$ cat config.mk
export PLATFORM = sky130hd
export DESIGN_NAME = score_input_conditioner_flat
export DESIGN_NICKNAME = d
export VERILOG_FILES = /design/src/rtl/score_input_conditioner_pkg.sv /design/src/rtl/score_input_conditioner_if.sv /design/src/rtl/score_input_conditioner_debounce_cell.sv /design/src/rtl/score_input_conditioner.sv /design/src/flat_wrapper.sv
export SDC_FILE = /design/constraint.sdc
export NUM_CORES = 1
export LEC_CHECK = 0
export ABC_AREA = 1
export CORE_ASPECT_RATIO = 1.75
export CORE_MARGIN = 8
export CORE_UTILIZATION = 58
export DETAILED_ROUTE_END_ITERATION = 8
export PLACE_DENSITY = 0.77
export SYNTH_ARGS = -nofsm -noshare
export SYNTH_HDL_FRONTEND = slang
export SYNTH_SLANG_ARGS = --single-unit
$ cat constraint.sdc
create_clock -name clk -period 1.9 [get_ports clk]
set_clock_uncertainty 0.2 [all_clocks]
set_input_delay 0.285 -clock clk [delete_from_list [all_inputs] [get_ports clk]]
set_output_delay 0.285 -clock clk [all_outputs]
set_load 0.02 [all_outputs]
$ cat src/rtl/score_input_conditioner_pkg.sv
`timescale 1ns/1ps
// Shared types and constants for the score input conditioner.
// Latency: n/a (declarations only).
// Backpressure: n/a.
package score_input_conditioner_pkg;

  // Debounce cell states
  typedef enum logic [1:0] {
    DB_IDLE         = 2'd0,
    DB_PRESS_WAIT   = 2'd1,
    DB_HELD         = 2'd2,
    DB_RELEASE_WAIT = 2'd3
  } db_state_t;

  localparam int CNT_W               = 24;
  localparam int DEBOUNCE_CYCLES_DEF = 1000000;  // 10 ms at 100 MHz
  localparam int SYNC_STAGES_DEF     = 2;

  // One debounce cell per raw input, in this bit order
  localparam int NUM_INPUTS  = 7;
  localparam int IDX_ONE     = 0;
  localparam int IDX_TWO     = 1;
  localparam int IDX_THREE   = 2;
  localparam int IDX_PAUSE   = 3;
  localparam int IDX_RST_PTS = 4;
  localparam int IDX_RST_SCR = 5;
  localparam int IDX_TEAM    = 6;

  // A button counts as "down" once accepted until its release is confirmed
  function automatic logic is_stable(db_state_t s);
    return (s == DB_HELD) || (s == DB_RELEASE_WAIT);
  endfunction

endpackage

$ cat src/rtl/score_input_conditioner_if.sv
`timescale 1ns/1ps
// Raw button/switch inputs and conditioned outputs of the score input conditioner.
// Latency: n/a (wiring only).
// Backpressure: none; outputs are fire-and-forget pulses and levels.
interface score_input_conditioner_if;

  logic btn_one;
  logic btn_two;
  logic btn_three;
  logic btn_pause;
  logic btn_reset_points;
  logic btn_reset_score;
  logic sw_team;

  logic one_point;
  logic two_point;
  logic three_point;
  logic reset_points;
  logic reset_score;
  logic pause;
  logic team;
  logic busy;

  // Board / stimulus side: drives the raw inputs
  modport master (
    output btn_one, btn_two, btn_three, btn_pause,
           btn_reset_points, btn_reset_score, sw_team,
    input  one_point, two_point, three_point, reset_points,
           reset_score, pause, team, busy
  );

  // Conditioner side
  modport slave (
    input  btn_one, btn_two, btn_three, btn_pause,
           btn_reset_points, btn_reset_score, sw_team,
    output one_point, two_point, three_point, reset_points,
           reset_score, pause, team, busy
  );

endinterface

$ cat src/rtl/score_input_conditioner_debounce_cell.sv
`timescale 1ns/1ps
// Synchronizes one raw input and debounces it; emits a press strobe and a stable level.
// Latency: strobe is combinational in the cycle the FSM enters HELD, SYNC_STAGES+DEBOUNCE_CYCLES after the raw edge.
// Backpressure: none; the strobe is a one-cycle event with no handshake.
module debounce_cell
  import score_input_conditioner_pkg::*;
#(
  parameter int DEBOUNCE_CYCLES = DEBOUNCE_CYCLES_DEF,
  parameter int SYNC_STAGES     = SYNC_STAGES_DEF
) (
  input  logic clk,
  input  logic rst_n,
  input  logic raw,
  output logic strobe,
  output logic stable
);

  localparam logic [CNT_W-1:0] CNT_LAST = CNT_W'(DEBOUNCE_CYCLES - 1);
  localparam logic [CNT_W-1:0] CNT_MAX  = {CNT_W{1'b1}};

  logic [SYNC_STAGES-1:0] sync_q;
  logic                   sync_in;
  db_state_t              state;
  logic [CNT_W-1:0]       cnt;
  logic [CNT_W-1:0]       cnt_sat;

  // Metastability synchronizer; nothing else looks at the raw input
  always_ff @(posedge clk or negedge rst_n) begin
    if (!rst_n) sync_q <= '0;
    else        sync_q <= {sync_q[SYNC_STAGES-2:0], raw};
  end

  assign sync_in = sync_q[SYNC_STAGES-1];

  // Counter never wraps, so a very long wait can't alias to a short one
  assign cnt_sat = (cnt == CNT_MAX) ? cnt : cnt + 1'b1;

  // Debounce FSM; the counter is cleared on every state change
  always_ff @(posedge clk or negedge rst_n) begin
    if (!rst_n) begin
      state <= DB_IDLE;
      cnt   <= '0;
    end else begin
      case (state)
        DB_IDLE: begin
          if (sync_in) begin
            state <= DB_PRESS_WAIT;
            cnt   <= '0;
          end
        end
        DB_PRESS_WAIT: begin
          if (!sync_in) begin
            state <= DB_IDLE;
            cnt   <= '0;
          end else if (cnt == CNT_LAST) begin
            state <= DB_HELD;
            cnt   <= '0;
          end else begin
            cnt <= cnt_sat;
          end
        end
        DB_HELD: begin
          // No auto-repeat while held
          if (!sync_in) begin
            state <= DB_RELEASE_WAIT;
            cnt   <= '0;
          end
        end
        DB_RELEASE_WAIT: begin
          // Bounce on release returns to HELD silently
          if (sync_in) begin
            state <= DB_HELD;
            cnt   <= '0;
          end else if (cnt == CNT_LAST) begin
            state <= DB_IDLE;
            cnt   <= '0;
          end else begin
            cnt <= cnt_sat;
          end
        end
        default: begin
          state <= DB_IDLE;
          cnt   <= '0;
        end
      endcase
    end
  end

  assign strobe = (state == DB_PRESS_WAIT) && sync_in && (cnt == CNT_LAST);
  assign stable = is_stable(state);

endmodule

$ cat src/rtl/score_input_conditioner.sv
`timescale 1ns/1ps
// Debounces score/control buttons and the team switch; arbitrates and locks out score presses.
// Latency: raw stable edge to output pulse = SYNC_STAGES + DEBOUNCE_CYCLES + 1 cycles (+/-1 sampling phase).
// Backpressure: none; losing or locked-out score presses are dropped, never queued.
module score_input_conditioner
  import score_input_conditioner_pkg::*;
#(
  parameter int DEBOUNCE_CYCLES = DEBOUNCE_CYCLES_DEF,
  parameter int SYNC_STAGES     = SYNC_STAGES_DEF
) (
  input logic                        clk,
  input logic                        rst_n,
  score_input_conditioner_if.slave   bus
);

  logic [NUM_INPUTS-1:0] raw_vec;
  logic [NUM_INPUTS-1:0] strb;
  logic [NUM_INPUTS-1:0] stbl;

  logic [2:0] held;
  logic [2:0] accept;
  logic [2:0] sel;

  logic one_q, two_q, three_q;
  logic rst_pts_q, rst_scr_q, pause_q;

  assign raw_vec[IDX_ONE]     = bus.btn_one;
  assign raw_vec[IDX_TWO]     = bus.btn_two;
  assign raw_vec[IDX_THREE]   = bus.btn_three;
  assign raw_vec[IDX_PAUSE]   = bus.btn_pause;
  assign raw_vec[IDX_RST_PTS] = bus.btn_reset_points;
  assign raw_vec[IDX_RST_SCR] = bus.btn_reset_score;
  assign raw_vec[IDX_TEAM]    = bus.sw_team;

  for (genvar g = 0; g < NUM_INPUTS; g++) begin : g_cell
    debounce_cell #(
      .DEBOUNCE_CYCLES (DEBOUNCE_CYCLES),
      .SYNC_STAGES     (SYNC_STAGES)
    ) u_cell (
      .clk    (clk),
      .rst_n  (rst_n),
      .raw    (raw_vec[g]),
      .strobe (strb[g]),
      .stable (stbl[g])
    );
  end

  assign held = {stbl[IDX_THREE], stbl[IDX_TWO], stbl[IDX_ONE]};

  // Lockout by another held score button, then fixed priority one > two > three
  always_comb begin
    accept = '0;
    sel    = '0;
    accept[0] = strb[IDX_ONE]   & ~(held[1] | held[2]);
    accept[1] = strb[IDX_TWO]   & ~(held[0] | held[2]);
    accept[2] = strb[IDX_THREE] & ~(held[0] | held[1]);
    if (accept[0])      sel = 3'b001;
    else if (accept[1]) sel = 3'b010;
    else if (accept[2]) sel = 3'b100;
  end

  // Registered output pulses and the pause toggle
  always_ff @(posedge clk or negedge rst_n) begin
    if (!rst_n) begin
      one_q     <= 1'b0;
      two_q     <= 1'b0;
      three_q   <= 1'b0;
      rst_pts_q <= 1'b0;
      rst_scr_q <= 1'b0;
      pause_q   <= 1'b0;
    end else begin
      one_q     <= sel[0];
      two_q     <= sel[1];
      three_q   <= sel[2];
      rst_pts_q <= strb[IDX_RST_PTS];
      rst_scr_q <= strb[IDX_RST_SCR];
      pause_q   <= pause_q ^ strb[IDX_PAUSE];
    end
  end

  assign bus.one_point    = one_q;
  assign bus.two_point    = two_q;
  assign bus.three_point  = three_q;
  assign bus.reset_points = rst_pts_q;
  assign bus.reset_score  = rst_scr_q;
  assign bus.pause        = pause_q;
  // Team level is decoded straight from the cell's state register
  assign bus.team         = stbl[IDX_TEAM];
  assign bus.busy         = |held;

endmodule
$ cat src/flat_wrapper.sv
// flat-port wrapper written by rule: the top's interface ports become plain ports
module score_input_conditioner_flat import score_input_conditioner_pkg::*;
#(
  parameter int DEBOUNCE_CYCLES = DEBOUNCE_CYCLES_DEF,
  parameter int SYNC_STAGES     = SYNC_STAGES_DEF
)
  (clk, rst_n, bus_btn_one, bus_btn_two, bus_btn_three, bus_btn_pause, bus_btn_reset_points, bus_btn_reset_score, bus_sw_team, bus_one_point, bus_two_point, bus_three_point, bus_reset_points, bus_reset_score, bus_pause, bus_team, bus_busy);
  score_input_conditioner_if bus_i ();
  input logic clk;
  input logic rst_n;
  input wire logic [$bits(bus_i.btn_one)-1:0] bus_btn_one;
  input wire logic [$bits(bus_i.btn_two)-1:0] bus_btn_two;
  input wire logic [$bits(bus_i.btn_three)-1:0] bus_btn_three;
  input wire logic [$bits(bus_i.btn_pause)-1:0] bus_btn_pause;
  input wire logic [$bits(bus_i.btn_reset_points)-1:0] bus_btn_reset_points;
  input wire logic [$bits(bus_i.btn_reset_score)-1:0] bus_btn_reset_score;
  input wire logic [$bits(bus_i.sw_team)-1:0] bus_sw_team;
  output wire logic [$bits(bus_i.one_point)-1:0] bus_one_point;
  output wire logic [$bits(bus_i.two_point)-1:0] bus_two_point;
  output wire logic [$bits(bus_i.three_point)-1:0] bus_three_point;
  output wire logic [$bits(bus_i.reset_points)-1:0] bus_reset_points;
  output wire logic [$bits(bus_i.reset_score)-1:0] bus_reset_score;
  output wire logic [$bits(bus_i.pause)-1:0] bus_pause;
  output wire logic [$bits(bus_i.team)-1:0] bus_team;
  output wire logic [$bits(bus_i.busy)-1:0] bus_busy;
  assign bus_i.btn_one = bus_btn_one;
  assign bus_i.btn_two = bus_btn_two;
  assign bus_i.btn_three = bus_btn_three;
  assign bus_i.btn_pause = bus_btn_pause;
  assign bus_i.btn_reset_points = bus_btn_reset_points;
  assign bus_i.btn_reset_score = bus_btn_reset_score;
  assign bus_i.sw_team = bus_sw_team;
  assign bus_one_point = bus_i.one_point;
  assign bus_two_point = bus_i.two_point;
  assign bus_three_point = bus_i.three_point;
  assign bus_reset_points = bus_i.reset_points;
  assign bus_reset_score = bus_i.reset_score;
  assign bus_pause = bus_i.pause;
  assign bus_team = bus_i.team;
  assign bus_busy = bus_i.busy;
  score_input_conditioner #(.DEBOUNCE_CYCLES(DEBOUNCE_CYCLES), .SYNC_STAGES(SYNC_STAGES)) u_core (.clk(clk), .rst_n(rst_n), .bus(bus_i));
endmodule
==> results.md <==
* Most used routing layer: met2
* Clock buffer count from CTS at 21
* Max FO, Critical Path at 3
* Synthesized cell area at ~0.014 sq mm
* Core ar. at 0.0237 sq mm
* Antenna cells at 0
* Clock Tree Root: clkbuf_16
* Overflow after GRT at 0
* Run status: finished, violations left
* Switching portion of total power at 0.360
* Global Route met3 Usage at 0.0259
* RSZ-0062 raised after global routing: true
* Relative slew slack at 0.612
* Type of element capturing the critical path: register
* Chip Height at between 200 and 250 um
* Worst Hold Class: in -> reg
* Failing checks: negative setup slack
* Slack of the worst reg-to-reg path at -0.08 ns
* Via count normalized by instance count at between 5 and 6
* Clock slew at the register clock pins of the worst setup and hold paths at ~0.070 ns
* Met2 track demand over resource in global routing at 0.567
* Highest-delay cell along the critical path: dfrtp_1
* Wire length of the first global-routing pass at 70000 um
* Final Hold Fails at 0
* FFs w/ async S/R, synth at 1.00
* Slew Viols, Final at 0
* Sum Neg Setup Slack at -0.680 ns
* Gate count of the mapped netlist at 2098
* Post-route ant nets at 0
* Max Clock Freq at 0.505 GHz
* MaxCap Viol Count at 0
* Layout cells sized above 1 at 0.258
* Vias in the first global route at 15509
* Cell Count Post-Placement at 2596
* CTS HTree Levels at 1
* Sequential fraction of the synthesis area at 0.365
* Post-place setup slack at -0.256 ns
* Final worst hold slack at approximately 0.0084 ns
* Most used flip-flop cell after synthesis: dfrtp_1
* DR iter-0 viols at between 1000 and 1500
* Setup WS post-layout at -0.0810 ns
* Total placed instance area at 0.0158 sq mm
* Leakage component of the power at 8.04 nW
* Antenna violations before repair at 0
* Internal power at about 0.0085 W
* Clock power share at 0.339
* Startpoint kind of the worst setup timing path: register
* Worst EP required at 2.14 ns
* Starting density of the core at 0.583
* Final Non-Filler Cells at 2697
* Row Count at 75
* Total nets after synthesis at 2114
* GR met1 Demand/Resource at 0.271
* Input/output buffers at 16
* Share of power burned in combinational logic at 0.292
* Clock Sink Count at 202
* Worst IR drop on VDD at 0.956 mV
* Layout fillers at 1774
* Synth unique cells at 46
* Total power per unit cell area at between 700 and 800 mW/mm^2
* Global routing usage summed across all routing layers at 0.289
* Number of flops mapped to enable cells by yosys at 0
* Sequential cell fraction of total power at 0.370
* Area of all placed cells without fillers at 0.0182 sq mm
* Total routed wirelength at 46200 um
* Maximum buffer depth of the clock tree at 3
* Period utilization at 1.04
* Cell-by-cell listing of the critical path: ha_2 -> nand2_1 -> nor2_1 -> nand2_1 -> inv_2 -> buf_6 -> nand3_4 -> nor2_2 -> nand2_1 -> nand2_1 -> nand2_1 -> o21ai_0
* Synthesis-to-layout area growth at 31.7%
* Cell type with the highest aggregate area in the netlist: dfrtp_1
* Pin count of the biggest net entering global routing at 55
* Average footprint of a synthesized cell at between 6 and 7 sq um
* CP peak stage delay at 0.37 ns
* Pre-Repair DR Iteration Count at 7
* Final layout net count at approximately 2400
* Syn. warnings at 0
* Full die area at 0.0293 sq mm
* Routed length per placed instance at 17.1 um
* Count of boundary I/O pins at 17
* Switching power of the nets at 0.00478 W
* Drc violations at 0
* Count of state elements after synthesis at 202
* Sum of buffers and inverters on the critical path at 2
* Signal arrival time at the worst endpoint at roughly 2.2 ns
* Time the final worst path needs with I/O delays and setup at slightly below 2 ns
* Area fraction of the dominant cell type after synthesis at 0.365
* Via count of the routed design at 16036
* Crit-path most repeated cell: nand2_1
* Half-perimeter wire length after placement at between 30000 and 40000 um
* Type of the setup path with the least slack: reg -> reg
* Clock network latency to the later pin of the worst-skew pair at approximately 0.53 ns
* Transition time of the tightest slew-check pin at just under 0.6 ns
* Die Span X at between 100 and 150 um
* Top area cells in the synthesized netlist: dfrtp_1 37%, nand2_1 16%, nand3_1 13%
* Largest delay contributor family on the critical path: simple AND/OR/NAND/NOR gates
* TritonCTS clock tree: done
* Finish-stage setup viols at 27
* Final estimated routing congestion in global placement at ~0.97
==> state kept, by name, indices dropped and copies added, names as in the netlist, named ones only <==
register	count
u_core.bus.one_point	1
u_core.bus.pause	1
u_core.bus.reset_points	1
u_core.bus.reset_score	1
u_core.bus.three_point	1
u_core.bus.two_point	1
u_core.g_cell.u_cell.cnt	168
u_core.g_cell.u_cell.state	7
u_core.g_cell.u_cell.sync_q	14
==> worst reg2reg max path, cell delays in order, from the launching register on <==
cell     delay, ns
dfrtp_1       0.37
ha_2          0.19
nand2_1       0.05
nor2_1        0.13
nand2_1       0.12
inv_2         0.08
buf_6         0.11
nand3_4       0.09
nor2_2        0.17
nand2_1       0.11
nand2_1       0.07
nand2_1       0.04
o21ai_0       0.17
==> cell type report <==
class | count | area, sq um | share of cell area
multi-input combinational | 1612 | 8740 | 0.480
timing repair buffer | 286 | 2320 | 0.127
tap | 308 | 385 | 0.0212
inverter | 252 | 957 | 0.0525
sequential | 202 | 5080 | 0.279
clock inverter | 11 | 146 | 0.00803
clock buffer | 26 | 584 | 0.0321
==> final timing paths <==
check                                                  start                           endpoint  depth (start not counted)
max                           u_core.g_cell[4].u_cell.cnt[1]     u_core.g_cell[4].u_cell.cnt[1]                         12
min                                              bus_btn_two  u_core.g_cell[1].u_cell.sync_q[0]                          1
max reg2reg                   u_core.g_cell[4].u_cell.cnt[1]     u_core.g_cell[4].u_cell.cnt[1]                         12
min reg2reg                u_core.g_cell[5].u_cell.sync_q[0]  u_core.g_cell[5].u_cell.sync_q[1]                          0
max in group asynchronous                              rst_n    u_core.g_cell[2].u_cell.cnt[12]                          3
min in group asynchronous                              rst_n     u_core.g_cell[3].u_cell.cnt[5]                          2
==> routing by layer <==
layer | share of wire | wire length, um
met2 | 0.54 | 24900
met4 | 0.075 | 3470
met5 | 0 | 0
met1 | 0.34 | 15600
met3 | 0.047 | 2170
==> synthesized netlist by cell type, drive strengths merged, types with 4 or more instances <==
master / count
nand2: 609
nand3: 358
nor2: 270
inv: 249
dfrtp: 202
nand4: 89
o21ai: 78
a21oi: 50
o211ai: 44
nor3: 43
buf: 24
clkbuf: 14
xor2: 14
or2: 10
nor4: 9
o22ai: 8
ha: 7
a31oi: 4
o21bai: 4
==> stage by stage <==
| step | power [W] | utilization |
|---|---|---|
| global route | 0.0138 | 0.767 |
| global placement | 0.00819 | 0.666 |
| detailed placement | 0.00831 | 0.666 |
| CTS | 0.0129 | 0.716 |
| finish | 0.0133 | 0.767 |
| floorplan | 0.00687 | - |
==> power groups by stage <==
stage	clock network (W)	logic, W	registers [W]
CTS	0.00454	0.00356	0.00485
global route	0.00468	0.00418	0.00493
global placement	0	0.00331	0.00488
floorplan	0	0.00197	0.00491
finish	0.00449	0.00387	0.00491
detailed placement	0	0.00340	0.00491
==> cell families (layout without fill, tap and decap cells) <==
kind of cell / Yosys count / in the layout / share of synthesized area
compound gates: 190 / 191 / 0.0816
xor+xnor: 17 / 17 / 0.0108
fa+ha+maj: 7 / 7 / 0.00633
buf+inv: 290 / 575 / 0.0855
flops: 202 / 202 / 0.365
simple gates: 1392 / 1397 / 0.450
==> layout by cell type (no fill, tap or decap), drive strengths merged <==
master	count
nor3	43
nor4	9
xor2	14
a31oi	4
or2	10
dlygate4sd2	7
buf	268
dfrtp	202
inv	249
dlygate4sd3	4
nor3b	1
clkdlybuf4s50	7
nand3	359
o211ai	44
nand2	611
a21oi	50
o21bai	4
o21ai	78
clkinv	8
o22ai	8
nor2	271
ha	7
bufinv	3
xnor2	3
clkbuf	26
a21boi	3
clkinvlp	3
nand4	90
nand3b	3
==> timing repair <==
item,4_1_cts,5_1_grt
gates cloned,4,3
endpoints found under the setup margin,118,174
pin swaps,25,79
buffers inserted,13,40
hold endpoints to repair,204,1
resized for setup,89,250
hold buffers,3,1
No activity file was read; power rests on OpenSTA's default activity.
